$ cat config.mk
export PLATFORM = sky130hd
export DESIGN_NAME = hilo_muldiv_ctrl
export DESIGN_NICKNAME = d
export VERILOG_FILES = /design/src/rtl/hilo_muldiv_ctrl.sv
export SDC_FILE = /design/constraint.sdc
export NUM_CORES = 2
export LEC_CHECK = 0
export BUFFER_PORTS_ARGS = -buffer_cell sky130_fd_sc_hd__buf_2
export CAP_MARGIN = 25
export CORE_AREA = 5 5 398 302
export CTS_BUF_LIST = sky130_fd_sc_hd__clkbuf_2
export CTS_CLUSTER_DIAMETER = 30
export DETAILED_ROUTE_END_ITERATION = 8
export DIE_AREA = 0 0 403 307
export GPL_ROUTABILITY_DRIVEN = 0
export SLEW_MARGIN = 40
export SYNTH_ARGS = -nofsm -noshare
export SYNTH_HDL_FRONTEND = slang
export SYNTH_SLANG_ARGS = --single-unit
$ cat constraint.sdc
create_clock -name clk -period 12.1 [get_ports clk]
set_clock_uncertainty 0.15 [all_clocks]
set_input_delay 3.025 -clock clk [delete_from_list [all_inputs] [get_ports clk]]
set_output_delay 3.025 -clock clk [all_outputs]
set_load 0.02 [all_outputs]
$ cat src/rtl/hilo_muldiv_ctrl.sv
// HI/LO owner for the execute stage: multiply, iterative divide, MTHI/MTLO.
// Results commit to HI/LO only when the instruction leaves EX unflushed.
module hilo_muldiv_ctrl #(
    parameter int DATA_W = 32
) (
    input  logic                clk,
    input  logic                rst,
    input  logic                start,
    input  logic [2:0]          op,
    input  logic [DATA_W-1:0]   a,
    input  logic [DATA_W-1:0]   b,
    input  logic                flush,
    input  logic                pipe_adv,
    output logic                stall,
    output logic                busy,
    output logic [2*DATA_W-1:0] hilo
);

    localparam int W = DATA_W;

    typedef enum logic [1:0] {
        S_IDLE,
        S_MUL,
        S_DIV,
        S_DONE
    } state_t;

    state_t state, state_d;

    logic [2*W-1:0] res;
    logic [W-1:0]   op_a;
    logic [W-1:0]   op_b;
    logic [W-1:0]   rem;
    logic [4:0]     cnt;
    logic           mul_signed;
    logic           sgn_a;
    logic           sgn_b;

    logic is_mul, is_div, is_mt, b_zero;
    logic [2*W-1:0] prod;
    logic [W:0]     rem_sh, diff;
    logic [W-1:0]   rem_n, quo_n, q_fix, r_fix;

    assign is_mul = (op == 3'd1) || (op == 3'd2);
    assign is_div = (op == 3'd3) || (op == 3'd4);
    assign is_mt  = (op == 3'd5) || (op == 3'd6);
    assign b_zero = (b == '0);

    assign stall = !rst && !flush &&
                   ((state == S_IDLE && start && (is_mul || is_div)) ||
                    state == S_MUL || state == S_DIV);
    assign busy  = !rst && (state != S_IDLE);

    // Multiplier and one restoring divide step; op_a doubles as the quotient.
    always_comb begin
        prod   = {{W{mul_signed & op_a[W-1]}}, op_a} *
                 {{W{mul_signed & op_b[W-1]}}, op_b};
        rem_sh = {rem, op_a[W-1]};
        diff   = rem_sh - {1'b0, op_b};
        if (diff[W]) begin
            rem_n = rem_sh[W-1:0];
            quo_n = {op_a[W-2:0], 1'b0};
        end else begin
            rem_n = diff[W-1:0];
            quo_n = {op_a[W-2:0], 1'b1};
        end
        q_fix = (sgn_a ^ sgn_b) ? -quo_n : quo_n;
        r_fix = sgn_a ? -rem_n : rem_n;
    end

    // State register.
    always_ff @(posedge clk) begin
        if (rst) state <= S_IDLE;
        else     state <= state_d;
    end

    // Next-state logic; flush returns to IDLE from anywhere.
    always_comb begin
        state_d = state;
        if (flush) begin
            state_d = S_IDLE;
        end else begin
            unique case (state)
                S_IDLE: begin
                    if (start && is_mul)
                        state_d = S_MUL;
                    else if (start && is_div)
                        state_d = b_zero ? S_DONE : S_DIV;
                end
                S_MUL:  state_d = S_DONE;
                S_DIV:  if (cnt == 5'd31) state_d = S_DONE;
                S_DONE: if (pipe_adv) state_d = S_IDLE;
                default: state_d = S_IDLE;
            endcase
        end
    end

    // Datapath: operand capture, iteration, result and HI/LO commit.
    always_ff @(posedge clk) begin
        if (rst) begin
            hilo       <= '0;
            res        <= '0;
            cnt        <= '0;
            op_a       <= '0;
            op_b       <= '0;
            rem        <= '0;
            mul_signed <= 1'b0;
            sgn_a      <= 1'b0;
            sgn_b      <= 1'b0;
        end else if (flush) begin
            cnt <= '0;
        end else begin
            unique case (state)
                S_IDLE: begin
                    if (start) begin
                        unique case (1'b1)
                            is_mul: begin
                                op_a       <= a;
                                op_b       <= b;
                                mul_signed <= (op == 3'd1);
                            end
                            is_div: begin
                                if (b_zero) begin
                                    res <= hilo;
                                end else begin
                                    sgn_a <= (op == 3'd3) & a[W-1];
                                    sgn_b <= (op == 3'd3) & b[W-1];
                                    op_a  <= ((op == 3'd3) && a[W-1]) ? -a : a;
                                    op_b  <= ((op == 3'd3) && b[W-1]) ? -b : b;
                                    rem   <= '0;
                                    cnt   <= '0;
                                end
                            end
                            is_mt: begin
                                if (pipe_adv) begin
                                    if (op == 3'd5) hilo[2*W-1:W] <= a;
                                    else            hilo[W-1:0]   <= a;
                                end
                            end
                            default: ;
                        endcase
                    end
                end
                S_MUL: res <= prod;
                S_DIV: begin
                    op_a <= quo_n;
                    rem  <= rem_n;
                    cnt  <= cnt + 5'd1;
                    if (cnt == 5'd31) res <= {r_fix, q_fix};
                end
                S_DONE: if (pipe_adv) hilo <= res;
                default: ;
            endcase
        end
    end

endmodule

# [Word level (Yosys, flattened, before mapping)]
# Index checks and enable logic that the tools add are counted.
[totals] input_bits=72 ff_bits=234
[classes] n_reduce_logical=35 n_eq_ne=24 add_sub_neg=6 n_bitwise=7 mul=1 n_mux=38
[op_table] cell="2-to-1 mux 64 bit" count=8
[op_table] cell="2-to-1 mux 32 bit" count=13
[op_table] cell="one-hot mux 32 bit (2 select lines)" count=4
[op_table] cell="one-hot mux 64 bit (3 select lines)" count=1
[op_table] cell="negation 32 bit" count=4
[op_table] cell="one-hot mux 64 bit (2 select lines)" count=1
[op_table] cell="multiplier 33 x 33 -> 64 bit" count=1
[op_table] cell="subtractor 33 x 32 -> 33 bit" count=1
[op_table] cell="logical NOT 32 bit" count=1
[op_table] cell="inequality test 2 bit (second input constant)" count=10
[op_table] cell="AND reduction 5 bit" count=4
[op_table] cell="2-to-1 mux 5 bit" count=3
[op_table] cell="AND reduction 7 bit" count=2
[op_table] cell="one-hot mux 5 bit (2 select lines)" count=1
[op_table] cell="equality test 3 bit (second input constant)" count=3
[op_table] cell="logical AND 1 bit" count=9
[op_table] cell="2-to-1 mux 2 bit" count=4
[op_table] cell="one-hot mux 2 bit (4 select lines)" count=1
[op_table] cell="AND reduction 4 bit" count=2
[op_table] cell="nonzero test 2 bit" count=4
[op_table] cell="equality test 3 x 2 -> 1 bit (second input constant)" count=2
[op_table] cell="logical OR 1 bit" count=6
[op_table] cell="inequality test 3 bit (second input constant)" count=2
[op_table] cell="AND reduction 6 bit" count=1
[op_table] cell="other kinds (16)" count=23

# [Depth between registers and ports, before layout]
[logic_depth] depth_word=7 ltp_mapped=34 depth_no_buf=31

# [Worst setup path before layout]
# Ideal clock, no wire load.
[synth_path] path_type="flip-flop to flip-flop" from="register op_a[14]" to="register res[63]" slack_ps=3546 path_buffers=3 arrival_time_ps=8335 path_stages_with_launch=31 cell_sequence="dfxtp_1 -> clkbuf_1 -> clkbuf_1 -> nand2_1 -> fa_1 -> inv_1 -> fa_1 -> fa_1 -> inv_1 -> fa_1 -> fa_1 -> inv_1 -> fa_1 -> fa_1 -> inv_1 -> fa_1 -> inv_1 -> ha_1 -> clkbuf_1 -> a21o_1 -> o21bai_1 -> a221o_1 -> a221oi_1 -> nand4_1 -> a21oi_1 -> o21ai_1 -> a221oi_1 -> o31ai_1 -> xnor2_1 -> or4_1 -> o21ai_1"
[synth_via] elab_chain_len=2
[synth_rtl] item="from (decl)" line="31" text="logic [W-1:0] op_a;"
[synth_rtl] item="from (signal assigned)" line="128" text="op_a <= ((op == 3'd3) && a[W-1]) ? -a : a;"
[synth_rtl] item="from (signal assigned)" line="146" text="op_a <= quo_n;"
[synth_rtl] item="multiplier 33 x 33 -> 64 bit" line="56" text="prod = {{W{mul_signed & op_a[W-1]}}, op_a} *"
[synth_rtl] item="one-hot mux 64 bit (3 select lines)" line="113" text="unique case (state)"
[synth_rtl] item="to (signal assigned)" line="124" text="res <= hilo;"
[synth_rtl] item="to (signal assigned)" line="144" text="S_MUL: res <= prod;"
[synth_rtl] item="to (signal assigned)" line="149" text="if (cnt == 5'd31) res <= {r_fix, q_fix};"
[synth_rtl] item="to (decl)" line="30" text="logic [2*W-1:0] res;"
# No other way between the ends.
# A chain may end at the register's enable or synchronous reset.

# [Final worst setup path]
[layout_path] from="register op_a[9]" to="register res[63]"
# Same word-level chain as after synthesis.

==> impl_metrics.toml <==
[floorplanning]
ios = 138
die_w_um = 403
dieArea_mm2 = 0.1237
fp-row-count = 109
coreArea_mm2 = 0.1165
start_util_pct = 45.36
die_h_um = 307

[cts]
ctsHoldBuffers = 0
clockBufferDepth = 3
clock_latency_ps = 980
clock-sinks = 234
cts_setup_buffers = 0
clkTransAtPathRegs_ps = 100
cts-resized-gates = 0
h-tree-depth = 3
cts_buffers = 71
cts_root_buf = "clkbuf_2"
cts_tree = "yes"

[timing]
drv_slew = 0
finalSetupViolations = 0
whs_ps = 307.6
period_needed_ps = 10390
finalCritPeriodShare_pct = 85.90
fin_setup_tns_ps = 0
grt_setup_unrepaired = "false"
fin_ws_ps = 1706
hold_viol = 0
relSlewSlack_pct = 35.08
tightest_slew_ps = 966.8
timing.fmax_mhz = 96.21

[synth]
ys_ff_latch = 234
netlist_instances = 6199
synth-edff-count = 0
ys_warn_count = 0
yosysTopAreaCellShare_pct = 42.67
ys_seq_area_share_pct = 8.867
synthMuxAreaShare_pct = 0.6892
netlist_area_mm2 = 0.05283
synthSimpleGateAreaFrac_pct = 16.28
yosysMostFrequentCell = "inv_1"
synth-xor-area-share_pct = 3.730
synth_common_cells = "1183 x inv_1, 1126 x fa_1, 940 x nand2_1, 388 x nor2_1, 342 x clkbuf_1"
ys_top_cells_by_area = "fa_1 43%, dfxtp_1 8.9%, inv_1 8.4%, nand2_1 6.7%, ha_1 6.1%"
synth-main-ff-cell = "dfxtp_1"
synth-compound-area-share_pct = 10.36
asyncSetResetFlopFracSynth_pct = 0
synth_fp_nets = 7654
synth_cell_types = 92
yosys.area_share.adder_pct = 48.76
avgSynthCellArea_um2 = 8.522
synth_top_family_by_area = "adder cells"
synth_top_area_cell = "fa_1"

[global_routing]
grt.overflow.total = 0
antenna_found_initial = 12
grt_max_degree = 83
grt_usage_pct = 29.27
grt_pass1_vias = 44200
grt_pass1_wl_mm = 277.4

[final_layout]
multi_input_area_mm2 = 0.04229
fillers = 11460
drive_gt1_share_pct = 7.197
syn_to_final_growth_pct = 5.125
layout.nets = 7568
register_area_mm2 = 0.004703

[hold_path]
hold_path.class = "register to register"

[critical_path]
worstPathArrival_ps = 11120
crit_path_frequent_cell = "fa_1"
crit_slowest_cell = "a221oi_1"
start_kind = "register"
r2r_slack_ps = 1710
cp-end-kind = "register"
worst_ep_required_time_ps = 12830
path_class = "register to register"
crit_fanout = 23
max_stage_delay_ps = 760

[placement]
hpwl_mm = 144.7
place_worst_setup_slack_ps = 1976
io_buffer_count = 137

[power]
ir_drop_v = 0.00005372
powerDensity_mw_per_mm2 = 45.81
power.leakage_nw = 26.10
power_mw = 2.544

[status]
outcome = "complete, no violations"

[route]
vias_per_cell = 5.633
dr.pass1.iters = 9
routedWlPerCell_um = 23.21
drt.antenna.violating_nets = 0
drtIter0Drc = 4574
via_count = 43460
drc = 0
routed_wl_mm = 179.1

[run]
maxCapViolations = 0
==> cells by family (layout without fill, tap and decap cells) <==
logic type,after synthesis,after routing
AND/OR/NAND/NOR,1905,1905
buffers and inverters,1587,1543
adder cells (fa/ha/maj),1383,1383
AO/OA/AOI/OAI,830,830
flip-flops,234,234
XOR/XNOR,225,225
multiplexers,35,35
other,0,7
==> critical path, delay by kind of cell, from the launching register on <==
family	cells	cell delay, ps
xor+xnor	1	140
compound gates	9	3160
buf+inv	8	1420
flops	1	320
fa+ha+maj	9	4000
simple gates	3	1120
==> sequential cells by signal (all words and copies together), names as in the netlist <==
signal	cells
hilo	64
res	64
op_a	32
op_b	32
rem	32
cnt	5
state	2
mul_signed	1
sgn_a	1
sgn_b	1
==> cells in the final DEF, fill, tap and decap left out, types with 12 or more instances in the layout <==
cell type and n:
o21a_1 15, o21ai_0 97, dfxtp_1 219, a221oi_1 41, clkinv_1 12, buf_4 99, a21oi_1 272, nand2b_1 17
and3_1 32, fa_1 1125, o31ai_1 25, nand2_1 939, nor4_1 22, inv_1 1182, ha_1 253, a211oi_1 112
nor3_1 58, nor2b_1 37, nand3_1 32, a22oi_1 23, or3_1 12, clkbuf_2 95, o21ai_1 46, xnor2_1 148
mux2i_1 24, dfxtp_2 15, or2_2 14, a21o_1 48, nand4_1 14, a31oi_1 24, buf_2 136, and2_1 294
nor2_1 385, xor2_1 74, o211ai_1 26
==> where the power goes <==
part	switching, mW	internal, mW
clock network	0.398	0.278
registers	0.0511	0.791
logic	0.715	0.311
total	1.16	1.38
==> metal layers <==
metal / wire length, µm / share of wire, % / global-route usage (%)
met5: 29 / 0.016 / 0
met4: 4252 / 2.4 / 6.186
met3: 22540 / 13 / 8.752
met2: 73410 / 41 / 41.80
met1: 78860 / 44 / 43.97
==> cell type report <==
type | count | share of cell area, %
Multi-Input combinational cell | 4378 | 76.14
Inverter | 1190 | 8.043
Clock buffer | 95 | 0.8561
Sequential cell | 234 | 8.469
Clock inverter | 20 | 0.3154
Timing Repair Buffer | 238 | 2.640
Tap cell | 1554 | 3.501
Antenna cell | 7 | 0.03154
==> stage by stage <==
| stage | utilization, % | area (µm²) | instances |
|---|---|---|---|
| 6_report | 47.68 | 55540 | 7716 |
| 5_1_grt | 47.67 | 55520 | 7710 |
| 4_1_cts | 47.62 | 55470 | 7708 |
| 3_5_place_dp | 47.07 | 54820 | 7593 |
| 3_3_place_gp | 47.04 | 54780 | 7593 |
| 2_1_floorplan | - | 52830 | 6199 |
==> worst paths after layout <==
check / startpoint / endpoint / depth (start not counted)
worst min register to register: res[49] / res[49] / 2
worst max register to register: op_a[9] / res[63] / 30
worst min-delay path: res[49] / res[49] / 2
worst max-delay path: op_a[9] / res[63] / 30
Note: power is estimated with default switching activity, not from simulation.
